$ cat src/rtl/lap_recorder.sv
// Lap recorder for a stopwatch: captures the live counter into a small lap
// table on split, freezes the display on the captured value for a hold
// period, and lets the user browse stored laps while the stopwatch is stopped.
module lap_recorder #(
  parameter int TIME_W   = 16,
  parameter int DEPTH    = 4,
  parameter int HOLD_CYC = 50_000_000
) (
  input  logic                     clk,
  input  logic                     reset,
  input  logic                     count_enabled,
  input  logic                     init_regs,
  input  logic                     split,
  input  logic                     recall,
  input  logic [TIME_W-1:0]        time_in,
  output logic [TIME_W-1:0]        lap_out,
  output logic [$clog2(DEPTH)-1:0] lap_idx,
  output logic                     freeze,
  output logic                     full,
  output logic [$clog2(DEPTH):0]   lap_cnt
);

  localparam int IDX_W = $clog2(DEPTH);
  localparam int CNT_W = IDX_W + 1;
  // HOLD_CYC-1 always fits in clog2(HOLD_CYC) bits; keep at least one bit
  // so HOLD_CYC=1 still elaborates.
  localparam int TMR_W = (HOLD_CYC > 1) ? $clog2(HOLD_CYC) : 1;
  localparam logic [TMR_W-1:0] HOLD_LD   = TMR_W'(HOLD_CYC - 1);
  localparam logic [CNT_W-1:0] DEPTH_CNT = CNT_W'(DEPTH);

  typedef enum logic [1:0] {REC, HOLD, BROWSE} state_t;

  state_t                          state, state_nxt;
  logic   [TMR_W-1:0]              tmr;
  logic   [DEPTH-1:0][TIME_W-1:0]  entry;

  // Per-edge actions, mutually exclusive, decoded in priority order.
  logic do_clr, do_cap, do_brw_start, do_brw_step;
  logic last_entry;
  logic [IDX_W-1:0] idx_inc;

  assign full       = (lap_cnt == DEPTH_CNT);
  assign idx_inc    = lap_idx + 1'b1;
  // Browsing sits on the newest stored lap; the next recall leaves BROWSE.
  assign last_entry = ({1'b0, lap_idx} == (lap_cnt - 1'b1));

  // State register; freeze is a flop tracking the registered state.
  always_ff @(posedge clk) begin
    if (reset) begin
      state  <= REC;
      freeze <= 1'b0;
    end else begin
      state  <= state_nxt;
      freeze <= (state_nxt != REC);
    end
  end

  // Next state and action decode: init_regs > capture > recall.
  always_comb begin
    state_nxt    = state;
    do_clr       = 1'b0;
    do_cap       = 1'b0;
    do_brw_start = 1'b0;
    do_brw_step  = 1'b0;
    if (init_regs) begin
      do_clr    = 1'b1;
      state_nxt = REC;
    end else if (split && count_enabled && !full && (state != BROWSE)) begin
      // Capture is legal from REC and also restarts an ongoing HOLD.
      do_cap    = 1'b1;
      state_nxt = HOLD;
    end else begin
      case (state)
        REC: begin
          if (recall && !count_enabled && (lap_cnt != '0)) begin
            do_brw_start = 1'b1;
            state_nxt    = BROWSE;
          end
        end
        HOLD: begin
          // Timer reaching zero marks the last frozen cycle.
          if (tmr == '0) state_nxt = REC;
        end
        BROWSE: begin
          // The stopwatch restarting overrides any pending browse step.
          if (count_enabled) begin
            state_nxt = REC;
          end else if (recall) begin
            if (last_entry) state_nxt = REC;
            else            do_brw_step = 1'b1;
          end
        end
        default: state_nxt = REC;
      endcase
    end
  end

  // Display value, index, lap count and hold timer.
  always_ff @(posedge clk) begin
    if (reset) begin
      lap_cnt <= '0;
      lap_idx <= '0;
      lap_out <= '0;
      tmr     <= '0;
    end else if (do_clr) begin
      lap_cnt <= '0;
      lap_idx <= '0;
      lap_out <= '0;
      tmr     <= '0;
    end else if (do_cap) begin
      lap_out <= time_in;
      lap_idx <= lap_cnt[IDX_W-1:0];
      lap_cnt <= lap_cnt + 1'b1;
      tmr     <= HOLD_LD;
    end else if (do_brw_start) begin
      lap_idx <= '0;
      lap_out <= entry[0];
    end else if (do_brw_step) begin
      lap_idx <= idx_inc;
      lap_out <= entry[idx_inc];
    end else if ((state == HOLD) && (tmr != '0)) begin
      tmr <= tmr - 1'b1;
    end
  end

  // Lap table; contents are only meaningful below lap_cnt, so no reset.
  always_ff @(posedge clk) begin
    if (!reset && do_cap) entry[lap_cnt[IDX_W-1:0]] <= time_in;
  end

endmodule

$ cat config.mk
export PLATFORM = sky130hd
export DESIGN_NAME = lap_recorder
export DESIGN_NICKNAME = d
export VERILOG_FILES = /design/src/rtl/lap_recorder.sv
export SDC_FILE = /design/constraint.sdc
export NUM_CORES = 1
export LEC_CHECK = 0
export CORE_MARGIN = 5
export CORE_UTILIZATION = 55
export CTS_CLUSTER_SIZE = 40
export DETAILED_ROUTE_END_ITERATION = 12
export PLACE_DENSITY = 0.76
export SLEW_MARGIN = 10
export SYNTH_ARGS = -nofsm -noshare
export SYNTH_HDL_FRONTEND = slang
export SYNTH_SLANG_ARGS = --single-unit
$ cat constraint.sdc
create_clock -name clk -period 3.55 [get_ports clk]
set_input_delay 0.71 -clock clk [delete_from_list [all_inputs] [get_ports clk]]
set_output_delay 0.71 -clock clk [all_outputs]
set_load 0.03 [all_outputs]
* Word level (Yosys, flattened, before mapping) *
Cells that the tools add are included.

word-level totals
  flip-flop bits (word level) = 114
  latch bits = 0
  memory bits (writable) = 0
  ROM bits = 0
  output and inout port bits = 23
  logic and storage cells = 85
  memories kept = 0

operators by class
  add/subtract/negate cells = 4
  multiply operators = 0
  div/mod/pow operators = 0
  $lt $le $gt $ge = 3
  equality and inequality tests = 7
  shifts and indexed selects = 0
  multiplexer cells = 36
  bitwise gates (word level) = 2
  reduce and logical (&&, ||, !) cells = 22

operators by type and width
  kind                                                 count
  2-to-1 mux 26 bit                                    4
  2-to-1 mux 16 bit                                    5
  bitwise mux 64 bit                                   1
  binary-select mux 16 bit (select 2 bit)              1
  demux 16 bit (select 2 bit)                          1
  zero test 26 bit                                     1
  nonzero test 26 bit                                  1
  subtractor 26 x 1 -> 26 bit (second input constant)  1
  2-to-1 mux 2 bit                                     10
  2-to-1 mux 1 bit                                     13
  logical AND 1 bit                                    8
  < comparator 2 x 3 -> 1 bit (second input constant)  2
  != test 2 bit (second input constant)                3
  case mux 2 bit (3 select lines)                      1
  AND reduction 3 bit                                  2
  nonzero test 3 bit                                   2
  nonzero test 2 bit                                   2
  adder 3 x 1 -> 3 bit (second input constant)         1
  == test 2 x 3 -> 1 bit                               1
  == test 3 bit (second input constant)                1
  zero test 1 bit                                      3
  OR reduction 3 bit                                   1
  subtractor 3 x 1 -> 3 bit (second input constant)    1
  adder 2 x 1 -> 2 bit (second input constant)         1
  other kinds (6)                                      7

* Depth between registers and ports, before layout *
  word-level depth = 11
  depth in mapped cells = 10
  depth with buffers taken out = 8

* Worst setup path before layout *
OpenSTA, ideal clock, no wires.

  kind = reg2reg
  from = register lap_cnt[0]
  to = register entry[48] in the netlist's numbering (enable)
  arrival time = 2701 ps
  data required time = 3161 ps
  path slack = 461 ps
  cell stages (with the launch flop) = 9
  buffers on the path = 1
  cells stage by stage = dfxtp_1 > inv_1 > ha_1 > nand2_1 > inv_1 > nor4_4 > buf_2 > nand2_1 > nor2_1

between the ends
  longest elaborated chain between the ends = 7

ends and longest elaborated chain
  element                         line  RTL
  start, declared                 20    output logic [$clog2(DEPTH):0] lap_cnt
  start signal, assigned          113   lap_cnt <= lap_cnt + 1'b1;
  == test 3 bit                   42    assign full = (lap_cnt == DEPTH_CNT);
  via full                        19    output logic full,
  zero test 1 bit                 68    end else if (split && count_enabled && !full && (state != BROWSE)) begin
  logical AND 1 bit (2 in a row)  68
  2-to-1 mux 1 bit                68
  2-to-1 mux 1 bit                65    if (init_regs) begin
  logical AND 1 bit               128   if (!reset && do_cap) entry[lap_cnt[IDX_W-1:0]] <= time_in;
  end signal, assigned by index   128
  end, declared                   35    logic [DEPTH-1:0][TIME_W-1:0] entry;

The timed path passes the listed nets, and every way through them passes these cells.
A chain may end at the register's enable or synchronous reset.

* Worst setup path after layout *
  from = register lap_idx[0]
  to = output lap_idx[0]

RTL lines
  element                 line  RTL
  start, declared         17    output logic [$clog2(DEPTH)-1:0] lap_idx,
  start signal, assigned  112   lap_idx <= lap_cnt[IDX_W-1:0];
  start signal, assigned  119   lap_idx <= idx_inc;

No word-level cell between the ends.

==> reports/summary.txt <==
Initial Utilization -> 0.5550
Routed WL per cell -> 18.57 µm
Crit share post-route -> 0.8351
Drt first-iter violations -> 254
Post-Synthesis Cells -> 496
CTS tree -> yes
Max Cap Violations -> 0
Worst Hold Depth -> 1
Final WS setup -> 585.2 ps
Endpoints failing hold -> 0
Post-route cell area -> 6574 µm²
Reg area -> 2923 µm²
FF-to-FF path depth -> 5
H-tree depth -> 4
Endpoint class of the critical path -> output port
Core ar. -> 9594 µm²
Status -> finished clean
Power per cell area -> 516.1 nW/µm²
Syn nets -> 524
Most common cell in the synthesized netlist -> edfxtp_1
Slowest-stage cell, CP -> dfxtp_1
Critical Path Max Stage Delay -> 920 ps
CTS Hold Bufs -> 0
Clock latency on the worst-skew pair -> 520 ps
Setup violations, final -> 0
Maximum VDD drop -> 0.3362 mV
Pre-CTS setup slack -> 567.3 ps
Synth top area cells -> edfxtp_1, dfxtp_1, a21oi_1, o21ai_0, nor2_1
Num rows -> 36
Tightest Pin Transition -> 946.6 ps
Setup repair bufs after CTS -> 0
Post-synth top cells -> edfxtp_1, dfxtp_1, nor2_1, a21oi_1, o21ai_0
Fin util -> 0.6852
WP buf/inv -> 1
Crit path depth -> 1
Synth area leader -> edfxtp_1
Post-DP Area -> 5961 µm²
Reg2reg start -> lap_idx[0]$_SDFFE_PP0P_
Syn. warnings -> 0
Cell family with most CP delay -> flip-flops
Die Y -> 108.4 µm
WP data arrival -> 2250 ps
Distinct cells, synth -> 58
FF-to-FF End -> lap_out[0]$_SDFFE_PP0P_
Synth Area per Inst -> 10.74 µm²
Sequential fraction of the synthesis area -> 0.5489
# DRC -> 0
Mapped cell area -> 5325 µm²
Hold path start -> lap_out[4]$_SDFFE_PP0P_
DRT Pass-1 Iters -> 5
Via count -> 4274
Post-layout min period -> 2965 ps
Layout Nets -> 576
Number of nets with antenna violations after routing -> 0
Post_cts resized -> 0
Main synth FF type -> edfxtp_1
Root buf cell -> clkbuf_8
Remaining Overflow, GRT -> 0
Static Leak -> 2.269 nW
Critical Path Fanout Max -> 21
Cts bufs inserted -> 17
Final Max Slew Viols -> 0
Largest net degree at the start of global routing -> 29
First-pass GRT wire length -> 21220 µm
Routability Congestion -> 0.8399
Antenna violations before repair -> 0
Worst slew margin -> 0.3677
Post-synth top area share -> 0.3609
Layout area overhead -> 23.45%
RSZ-0062 raised after global routing -> false
Post-synth EDFFs -> 64
Post-DP HPWL -> 8571 µm
Layout cells sized above 1 -> 0.1176
Synth async-reset ratio -> 0
Clock buffer depth -> 2
F_max -> 337.3 MHz
Flop-to-flop setup slack -> 880 ps
Cells along the critical path -> clkdlybuf4s50_1
Aggregate routed wire length -> 12890 µm
FILL cells -> 710
Tot GR Track Use -> 0.2338
Critical Path Start Type -> flip-flop
Die width -> 108.4 µm
Clock Skews -> 6.559 ps
#FFs+latches synth -> 114
Critical Setup Path Class -> reg2out
I/O pins -> 45
Reg clk slew, reported paths -> 60 ps
Vias in the first global route -> 4376
Worst hold endpoint -> lap_out[4]$_SDFFE_PP0P_
Fin Setup TNS -> 0 ps
Critical Path RT -> 2840 ps
Vias per cell -> 6.159
Clock sinks -> 114
Die Area -> 11750 µm²
I/O Buffers -> 44
N_diodes -> 0
HP Class -> reg2reg
Area of the multi-input gates -> 2205 µm²
==> cell families after synthesis <==
group           share of synthesized area
simple gates                       0.1579
fa+ha+maj                         0.01410
buf+inv                           0.03712
flops                              0.5489
xor+xnor                          0.04112
mux                               0.01880
compound gates                     0.1821
==> how the worst max path moves through the flow <==
stage / start / endpoint / slack, ps
final: lap_idx[0]$_SDFFE_PP0P_ / lap_idx[0] / 590
after global routing: lap_cnt[1]$_SDFFE_PP0P_ / full / 520
after CTS: lap_cnt[1]$_SDFFE_PP0P_ / full / 600
after detailed placement: count_enabled / lap_out[15]$_SDFFE_PP0P_ / 570
after global placement: count_enabled / lap_out[7]$_SDFFE_PP0P_ / 620
after floorplan: lap_cnt[0]$_SDFFE_PP0P_ / entry[48]$_DFFE_PP_ / 460
==> cells in the final DEF (no fill, tap or decap), types with 7 or more instances in the layout <==
| cell | synthesis | final |
|---|---|---|
| buf_4 | 0 | 20 |
| nor3_1 | 19 | 19 |
| edfxtp_1 | 64 | 64 |
| clkdlybuf4s50_1 | 0 | 44 |
| o21bai_1 | 7 | 7 |
| o21ai_0 | 33 | 33 |
| dfxtp_1 | 50 | 50 |
| mux2i_1 | 10 | 10 |
| inv_1 | 14 | 14 |
| a32o_1 | 11 | 11 |
| a211oi_1 | 13 | 13 |
| nand2b_1 | 10 | 10 |
| nor4_1 | 9 | 9 |
| and3_1 | 11 | 11 |
| a311oi_1 | 15 | 15 |
| nand2_1 | 24 | 24 |
| clkbuf_16 | 0 | 16 |
| xnor2_1 | 15 | 15 |
| nor2_1 | 36 | 36 |
| xor2_1 | 10 | 10 |
| a21oi_1 | 34 | 34 |
==> per-stage QoR <==
stage                     hold WS [ps]  total power, mW  std cells
after CTS                        467.7            3.416        694
after floorplan                  489.7            1.602        496
after detailed placement         453.5            1.685        662
after global placement           450.5            1.679        662
after global routing             499.9            3.504        694
final                            466.4            3.393        694
==> final cells by class <==
class,instances,share of cell area
clock buffers,17,0.06300
clock inverters,15,0.03026
inverters,15,0.008565
multi-input cells,335,0.3354
flip-flops and latches,114,0.4446
well taps,133,0.02531
repair buffers,65,0.09288
==> registers in the layout, summed over array words and instances, names as in the netlist <==
name,flops
entry,64
freeze,1
lap_cnt,3
lap_idx,2
lap_out,16
state,2
tmr,26
==> power breakdown <==
part / total, mW / internal [mW] / leakage [nW] / switching (mW)
Sequential: 1.43 / 1.41 / 0.981 / 0.0159
Clock: 1.73 / 1.09 / 0.298 / 0.640
Combinational: 0.236 / 0.0940 / 0.989 / 0.142
==> metal layers <==
| metal | vias up | global-route usage | routed length, µm |
|---|---|---|---|
| met5 | - | 0 | 0 |
| met4 | 0 | 0.1136 | 366 |
| met3 | 36 | 0.05254 | 887 |
| met2 | 172 | 0.4045 | 6571 |
| met1 | 2071 | 0.2744 | 5066 |
| li1 | 1995 | - | - |
No activity file was read; power rests on OpenSTA's default activity.
